**config.mk**
```make
export PLATFORM = sky130hd
export DESIGN_NAME = if_fetch
export DESIGN_NICKNAME = d
export VERILOG_FILES = /design/src/rtl/if_fetch_pkg.sv /design/src/rtl/fetch_pc_reg.sv /design/src/rtl/if_fetch.sv
export SDC_FILE = /design/constraint.sdc
export NUM_CORES = 1
export LEC_CHECK = 0
export BUFFER_PORTS_ARGS = -buffer_cell sky130_fd_sc_hd__buf_2
export CAP_MARGIN = 0
export CORE_MARGIN = 1
export CORE_UTILIZATION = 46
export DETAILED_ROUTE_END_ITERATION = 6
export GPL_ROUTABILITY_DRIVEN = 1
export PLACE_DENSITY = 0.74
export SKIP_CTS_REPAIR_TIMING = 1
export SLEW_MARGIN = 10
export SYNTH_ARGS = -nofsm -noshare
export SYNTH_HDL_FRONTEND = slang
export SYNTH_SLANG_ARGS = --single-unit
```
**constraint.sdc**
```tcl
create_clock -name clk -period 2.4 [get_ports clk]
set_clock_uncertainty 0.2 [all_clocks]
set_input_delay 0.24 -clock clk [delete_from_list [all_inputs] [get_ports clk]]
set_output_delay 0.24 -clock clk [all_outputs]
set_load 0.05 [all_outputs]
```
**src/rtl/if_fetch_pkg.sv**
```systemverilog
// rtl/if_fetch_pkg.sv - shared constants and FSM encoding for the instruction fetch stage
package if_fetch_pkg;

  localparam logic [31:0] RESET_PC_DEFAULT = 32'h0000_0000;
  localparam logic [31:0] NOP_INSTR        = 32'h0000_0013;
  localparam int          PC_INC           = 4;

  typedef enum logic [1:0] {
    ST_IDLE = 2'd0,
    ST_REQ  = 2'd1,
    ST_WAIT = 2'd2,
    ST_HOLD = 2'd3
  } fetch_state_t;

endpackage

```
**src/rtl/fetch_pc_reg.sv**
```systemverilog
// rtl/fetch_pc_reg.sv - fetch address register with reset, increment and word-aligned redirect load
module fetch_pc_reg
  import if_fetch_pkg::*;
#(
  parameter int                    DATA_WIDTH = 32,
  parameter logic [DATA_WIDTH-1:0] RESET_PC   = DATA_WIDTH'(RESET_PC_DEFAULT)
) (
  input  logic                  clk,
  input  logic                  rst,
  input  logic                  i_inc,
  input  logic                  i_load,
  input  logic [DATA_WIDTH-1:0] i_load_pc,
  output logic [DATA_WIDTH-1:0] o_fetch_pc
);

  logic [DATA_WIDTH-1:0] r_fetch_pc;

  // Load wins over increment so a redirect always overrides a handoff.
  always_ff @(posedge clk) begin
    if (rst) begin
      r_fetch_pc <= RESET_PC;
    end else if (i_load) begin
      r_fetch_pc <= i_load_pc & ~DATA_WIDTH'(3);
    end else if (i_inc) begin
      r_fetch_pc <= r_fetch_pc + DATA_WIDTH'(PC_INC);
    end
  end

  assign o_fetch_pc = r_fetch_pc;

endmodule

```
**src/rtl/if_fetch.sv**
```systemverilog
// rtl/if_fetch.sv - single-outstanding instruction fetch FSM presenting pc/pcn/instr to decode
module if_fetch
  import if_fetch_pkg::*;
#(
  parameter int                    DATA_WIDTH = 32,
  parameter logic [DATA_WIDTH-1:0] RESET_PC   = DATA_WIDTH'(RESET_PC_DEFAULT)
) (
  input  logic                  clk,
  input  logic                  rst,
  input  logic                  stall,
  input  logic                  redirect,
  input  logic [DATA_WIDTH-1:0] redirect_pc,
  output logic                  imem_req,
  output logic [DATA_WIDTH-1:0] imem_addr,
  input  logic                  imem_gnt,
  input  logic                  imem_rvalid,
  input  logic [DATA_WIDTH-1:0] imem_rdata,
  output logic [DATA_WIDTH-1:0] pc,
  output logic [DATA_WIDTH-1:0] pcn,
  output logic [DATA_WIDTH-1:0] instr,
  output logic                  valid
);

  localparam logic [DATA_WIDTH-1:0] NOP_W = DATA_WIDTH'(NOP_INSTR);
  localparam logic [DATA_WIDTH-1:0] INC_W = DATA_WIDTH'(PC_INC);

  fetch_state_t          r_state;
  logic                  r_drop;
  logic                  r_imem_req;
  logic [DATA_WIDTH-1:0] r_pc;
  logic [DATA_WIDTH-1:0] r_pcn;
  logic [DATA_WIDTH-1:0] r_instr;
  logic                  r_valid;

  logic [DATA_WIDTH-1:0] w_fetch_pc;
  logic                  w_pc_inc;

  assign w_pc_inc = (r_state == ST_HOLD) && !stall && !redirect;

  fetch_pc_reg #(
    .DATA_WIDTH(DATA_WIDTH),
    .RESET_PC  (RESET_PC)
  ) u_fetch_pc_reg (
    .clk       (clk),
    .rst       (rst),
    .i_inc     (w_pc_inc),
    .i_load    (redirect),
    .i_load_pc (redirect_pc),
    .o_fetch_pc(w_fetch_pc)
  );

  always_ff @(posedge clk) begin
    if (rst) begin
      r_state    <= ST_IDLE;
      r_drop     <= 1'b0;
      r_imem_req <= 1'b0;
      r_pc       <= '0;
      r_pcn      <= '0;
      r_instr    <= NOP_W;
      r_valid    <= 1'b0;
    end else begin
      if (redirect) begin
        r_valid <= 1'b0;
        r_instr <= NOP_W;
      end
      case (r_state)
        ST_IDLE: begin
          r_state    <= ST_REQ;
          r_imem_req <= 1'b1;
        end
        ST_REQ: begin
          // A granted request that gets redirected still owes us a response.
          if (imem_gnt) begin
            r_state    <= ST_WAIT;
            r_imem_req <= 1'b0;
            r_drop     <= redirect;
          end
        end
        ST_WAIT: begin
          if (imem_rvalid) begin
            r_drop <= 1'b0;
            if (redirect || r_drop) begin
              r_state    <= ST_REQ;
              r_imem_req <= 1'b1;
            end else begin
              r_state <= ST_HOLD;
              r_pc    <= w_fetch_pc;
              r_pcn   <= w_fetch_pc + INC_W;
              r_instr <= imem_rdata;
              r_valid <= 1'b1;
            end
          end else if (redirect) begin
            r_drop <= 1'b1;
          end
        end
        ST_HOLD: begin
          if (redirect || !stall) begin
            r_state    <= ST_REQ;
            r_imem_req <= 1'b1;
            r_valid    <= 1'b0;
            r_instr    <= NOP_W;
          end
        end
        default: begin
          r_state    <= ST_IDLE;
          r_imem_req <= 1'b0;
        end
      endcase
    end
  end

  assign imem_req  = r_imem_req;
  assign imem_addr = w_fetch_pc;
  assign pc        = r_pc;
  assign pcn       = r_pcn;
  assign instr     = r_instr;
  assign valid     = r_valid;

endmodule

```
Yosys cells after proc, flatten, opt, wreduce, memory -nomap -nowiden
Index checks and enable logic that the tools add are counted.
{ "totals": {"regBits": 133, "latch_bits": 0, "ram_bits": 0, "rom_bits": 0, "output_inout_bits": 130, "elab_cells": 59, "memories": 0} }
{ "op_classes": {"addsub": 1, "mul": 0, "div": 0, "n_lt_le_gt_ge": 0, "n_eq_ne": 8, "shift": 0, "n_mux": 26, "bitwise": 1, "n_reduce_logical": 14} }
{ "ops": {"columns": ["op", "count"], "rows": [
  ["$mux W32", 6],
  ["$pmux W32 S2", 1],
  ["$add A32 B3 Y32 const B", 1],
  ["$mux W1", 11],
  ["$reduce_and A3 Y1", 3],
  ["$mux W2", 4],
  ["$pmux W2 S4", 1],
  ["$ne A2 B2 Y1 const B", 3],
  ["$eq A2 B2 Y1 const B", 2],
  ["$pmux W1 S2", 2],
  ["$pmux W1 S4", 1],
  ["$reduce_and A4 Y1", 1],
  ["$reduce_bool A2 Y1", 2],
  ["$ne A3 B3 Y1 const B", 1],
  ["$eq A2 B1 Y1 const B", 1],
  ["$logic_and A1 B1 Y1", 2],
  ["$logic_not A1 Y1", 2],
  ["$logic_not A2 Y1", 1],
  ["$logic_or A1 B1 Y1", 2],
  ["$ne A2 B1 Y1 const B", 1],
  ["$reduce_or A2 Y1", 1],
  ["$not A1 Y1", 1]
]} }

Logic depth before layout (Yosys ltp)
{ "depth": {"ltp_word": 5, "ltp_mapped": 8, "mapped_depth_nobuf": 6} }

Modules after synthesis
A second synthesis with hierarchy kept.
{ "hier_totals": {"cells_unflattened": 817, "area_unflattened_um2": 6467.5} }
{ "modules_own_cells": {"columns": ["mod", "n_inst", "cells_per_inst", "area_per_inst_um2", "seq_area_each_um2"], "rows": [
  ["if_fetch", 1, 566, 4538.1, 1981.9],
  ["fetch_pc_reg", 1, 251, 1929.4, 600.6]
]} }

Least setup slack after synthesis
No wires, ideal clock.
{ "synth_path": {"kind": "register to register", "start": "reg u_fetch_pc_reg.r_fetch_pc[2] (netlist: u_fetch_pc_reg.o_fetch_pc[2])", "end": "reg u_fetch_pc_reg.r_fetch_pc[30] (netlist: u_fetch_pc_reg.o_fetch_pc[30])", "setup_ns": 0.091, "t_arrival_ns": 2.541, "path_slack_ns": -0.432, "stages_incl_launch_ff": 7, "path_cell_list": "dfxtp_1 ha_1 nand3_4 or4_1 clkbuf_1 or4_1 a311oi_1"} }
{ "synth_via": {"elab_chain_cells": 3} }
{ "synth_lines": {"columns": ["item", "line_no", "rtl"], "rows": [
  ["start: declaration", "fetch_pc_reg.sv:16", "logic [DATA_WIDTH-1:0] r_fetch_pc;"],
  ["start signal: assignment", "fetch_pc_reg.sv:23", "r_fetch_pc <= i_load_pc & ~DATA_WIDTH'(3);"],
  ["start signal: assignment", "fetch_pc_reg.sv:25", "r_fetch_pc <= r_fetch_pc + DATA_WIDTH'(PC_INC);"],
  ["$add A32 B3 Y32", "fetch_pc_reg.sv:25", null],
  ["$mux W32", "fetch_pc_reg.sv:24", "end else if (i_inc) begin"],
  ["$mux W32", "fetch_pc_reg.sv:22", "end else if (i_load) begin"]
]} }
Every way passes these cells. The select of a mux whose other input is x is not followed.
A chain may end at the register's enable or synchronous reset.

Worst setup path after layout
{ "layout_path": {"start": "reg u_fetch_pc_reg.r_fetch_pc[3] (netlist: u_fetch_pc_reg.o_fetch_pc[3])", "end": "reg u_fetch_pc_reg.r_fetch_pc[30] (netlist: u_fetch_pc_reg.o_fetch_pc[30])"} }
The elaborated chain is that of the path after synthesis.

==> key figures <==
Layout
  – # fillers: 1060
  – Synthesis-to-finish area growth: 40.2%
  – Post-layout util: around two thirds
  – Non-Filler Instances: 1184
  – Nets: 1073
  – Ant diodes: 0
  – Share of post-route cells with drive strength above 1: 31.6%

Route
  – Drt first pass iters: 5
  – Post-DR vias/cell: between 5 and 6
  – Via Count: 6475
  – Routed WL: 18.6 mm
  – WL/cell: 15.7 um
  – Antenna Nets Post-Route: 0
  – DR iter-0 viols: a little under 500
  – Final routed DRC violation total: 0

GRT
  – Grt ovf: 0
  – GR Util All Layers: about a quarter
  – First-pass GRT wire length: roughly 29 mm
  – Largest net degree at the start of global routing: between 50 and 60
  – Initial antenna violation count: 0
  – Met2 usage in global routing: 40.8%
  – Routing usage on met3: 6.69%
  – Vias in the first global route: between 5000 and 6000
  – Global-route met1 utilization: between 30% and 40%
  – Most used routing layer: met2

Placement
  – Post-DP HPWL: between 10 and 15 mm
  – RD Place Congestion: about 0.86
  – Port Buf Inserts: 191
  – Placed insts: approximately 1100
  – Dpl ws: 72.3 ps

STA
  – Final setup fails: 0
  – Endpoints failing hold: 8
  – Hold_ws: -12.8 ps
  – Post-Route Setup TNS: 0 ps
  – Max Freq: between 400 and 500 MHz
  – Max_slew headroom: 24.0%
  – Tmin final: approximately 2300 ps
  – RSZ-0062 raised after global routing: false
  – Final period utilization: ~96%
  – Final worst setup slack: ~88 ps
  – Least-Margin Pin Slew: between 1000 and 1500 ps
  – Final slew viol count: 0

Logic synthesis
  – Synth Flop Type: dfxtp_1
  – Ys Warns: 0
  – Register bit total from synthesis: approximately 130
  – EDFF count, synth: 0
  – Cell variety after synth: 62
  – Top cells by area, synth: dfxtp_1 41%, nand2_1 6.5%, a21oi_1 3.8%
  – Yosys top cell area share: about two fifths
  – Register area share after synthesis: between 40% and 50%
  – Synth Area per Inst: 8.08 sq um
  – Synth async-reset ratio: 0%
  – Cell taking the most area after synthesis: dfxtp_1
  – Mapped Cells: ~760
  – Netlist Area Pre-Place: 6130 sq um

Status
  – Failing checks: negative hold slack
  – Outcome: complete, but fails checks

Floorplan
  – Core ar.: around 13000 sq um
  – Initial Util: a little under half
  – Die Ht: around 120 um
  – Die width: 117 um
  – Core Rows: between 40 and 50
  – I/O pin cnt: 200
  – Die area: around 14000 sq um

CTS
  – Clk buf depth: 2
  – Num Clock Sinks: 127
  – CTS HTree Levels: 4
  – CTS tree: yes
  – Clk pin slew, worst setup/hold paths: around 60 ps
  – Clock Latency Late Sink: roughly 420 ps
  – Root buffer cell: clkbuf_16
  – Clock buffer count from CTS: 17

Setup path
  – Crit path kind: reg2reg
  – Startpoint Class: register
  – Arrival @ worst endpoint: 2440 ps
  – Req. time, crit path: approximately 2500 ps
  – Crit path largest cell delay: about 550 ps
  – CP cell instances: ha_2 -> nand3_4 -> or4_4 -> or4_1 -> a311oi_1
  – Crit Path Max Fanout: 7
  – Setup crit end kind: register
  – Worst path slowest cell: or4_4

Power and ir drop
  – VDD IR max: 543 uV
  – Power Dens Cells: 659 nW/um^2
  – Leakage: ~3.6 nW

Min path
  – Worst hold path class: in2reg

Job
  – Max-cap violations: 0
## registers in the layout, summed over array words and instances, names as in the netlist
| signal | cells |
|---|---|
| r_state | 2 |
| pcn | 30 |
| valid | 1 |
| pc | 30 |
| imem_req | 1 |
| instr | 32 |
| u_fetch_pc_reg.o_fetch_pc | 30 |
| r_drop | 1 |
## final timing paths
| kind | start | endpoint | slack [ps] | depth (start not counted) |
|---|---|---|---|---|
| max | u_fetch_pc_reg.o_fetch_pc[3]$_SDFFE_PP0P_ | u_fetch_pc_reg.o_fetch_pc[30]$_SDFFE_PP0P_ | 90 | 5 |
| min | redirect_pc[29] | u_fetch_pc_reg.o_fetch_pc[29]$_SDFFE_PP0P_ | -10 | 4 |
| max reg2reg | u_fetch_pc_reg.o_fetch_pc[3]$_SDFFE_PP0P_ | u_fetch_pc_reg.o_fetch_pc[30]$_SDFFE_PP0P_ | 90 | 5 |
| min reg2reg | pc[13]$_SDFFE_PP0P_ | pc[13]$_SDFFE_PP0P_ | 250 | 2 |
## through the flow
step	power, mW	area, sq um
6_report	5.66	8600
3_3_place_gp	2.98	7470
2_1_floorplan	2.76	6200
5_1_grt	5.86	8600
3_5_place_dp	2.99	7470
4_1_cts	5.64	8090
## final cells by class
class	count	area, sq um	share of cell area [%]
clock inverters	8	98.8	1.15
multi-input cells	535	3220	37.4
flip-flops and latches	127	2580	30.0
repair buffers	292	1860	21.7
inverters	26	97.6	1.13
well taps	172	215	2.50
clock buffers	24	523	6.08
## Yosys cell counts, types with 4 or more instances
| master | number |
|---|---|
| nor2b_1 | 15 |
| a21oi_1 | 46 |
| xor2_1 | 5 |
| nor4_1 | 15 |
| inv_1 | 26 |
| buf_4 | 8 |
| nand3_1 | 13 |
| and3_1 | 7 |
| a211oi_1 | 13 |
| mux2_2 | 15 |
| nor2_1 | 54 |
| o31ai_1 | 21 |
| nand2b_1 | 5 |
| nor3_1 | 16 |
| ha_1 | 4 |
| buf_2 | 5 |
| o31a_1 | 4 |
| or3_1 | 15 |
| dfxtp_1 | 127 |
| xnor2_1 | 16 |
| nand2_1 | 106 |
| nand4_1 | 9 |
| buf_1 | 12 |
| clkbuf_1 | 48 |
| a22oi_1 | 14 |
| or4_1 | 7 |
| a31oi_1 | 9 |
| and2_1 | 16 |
| o21ai_0 | 43 |
| a311oi_1 | 17 |
## cells by family after synthesis
logic type,share of synthesized area [%]
compound gates,19.5
fa+ha+maj,0.816
simple gates,25.1
xor+xnor,3.00
mux,3.08
flops,41.4
other cells,0.0611
buf+inv,7.00
## critical path, delay by kind of cell, from the launching register on
family                     cells  cell delay (ps)
AOI/OAI and AO/OA              1              240
adders and majority gates      1              230
DFF                            1              380
and+or+nand+nor                3             1170
## routing by layer
layer / share of wire, % / routed length [um]
met1: 44 / 8130
met2: 48 / 8860
met3: 6.7 / 1250
met4: 1.9 / 348
met5: 0 / 0
## report_power, final
part / leakage (nW) / switching (mW) / total, mW / internal (mW)
Sequential: 1.04 / 0.0735 / 2.24 / 2.17
Clock: 0.300 / 0.922 / 2.65 / 1.72
Combinational: 2.23 / 0.496 / 0.774 / 0.278
Total: 3.56 / 1.49 / 5.66 / 4.17
## placed cells by master, fill, tap and decap left out, types with 6 or more instances in the layout
cell type      count
mux2_2            15
buf_4             49
a31oi_1            9
buf_2            191
nor2_1            54
a21oi_1           46
inv_1             26
nand4_1            9
nand2_1          106
dfxtp_2            7
clkbuf_16         18
a211oi_1          13
nand3_1           12
a311oi_1          16
o21ai_0           43
conb_1             6
or3_1             15
o31ai_1           21
dfxtp_4            8
a22oi_1           14
and2_1            16
nor4_1            15
dlygate4sd3_1     50
dfxtp_1          112
nor2b_1           15
and3_1             7
xnor2_1           16
nor3_1            16
or4_1              6
Note: power is estimated with default switching activity, not from simulation.
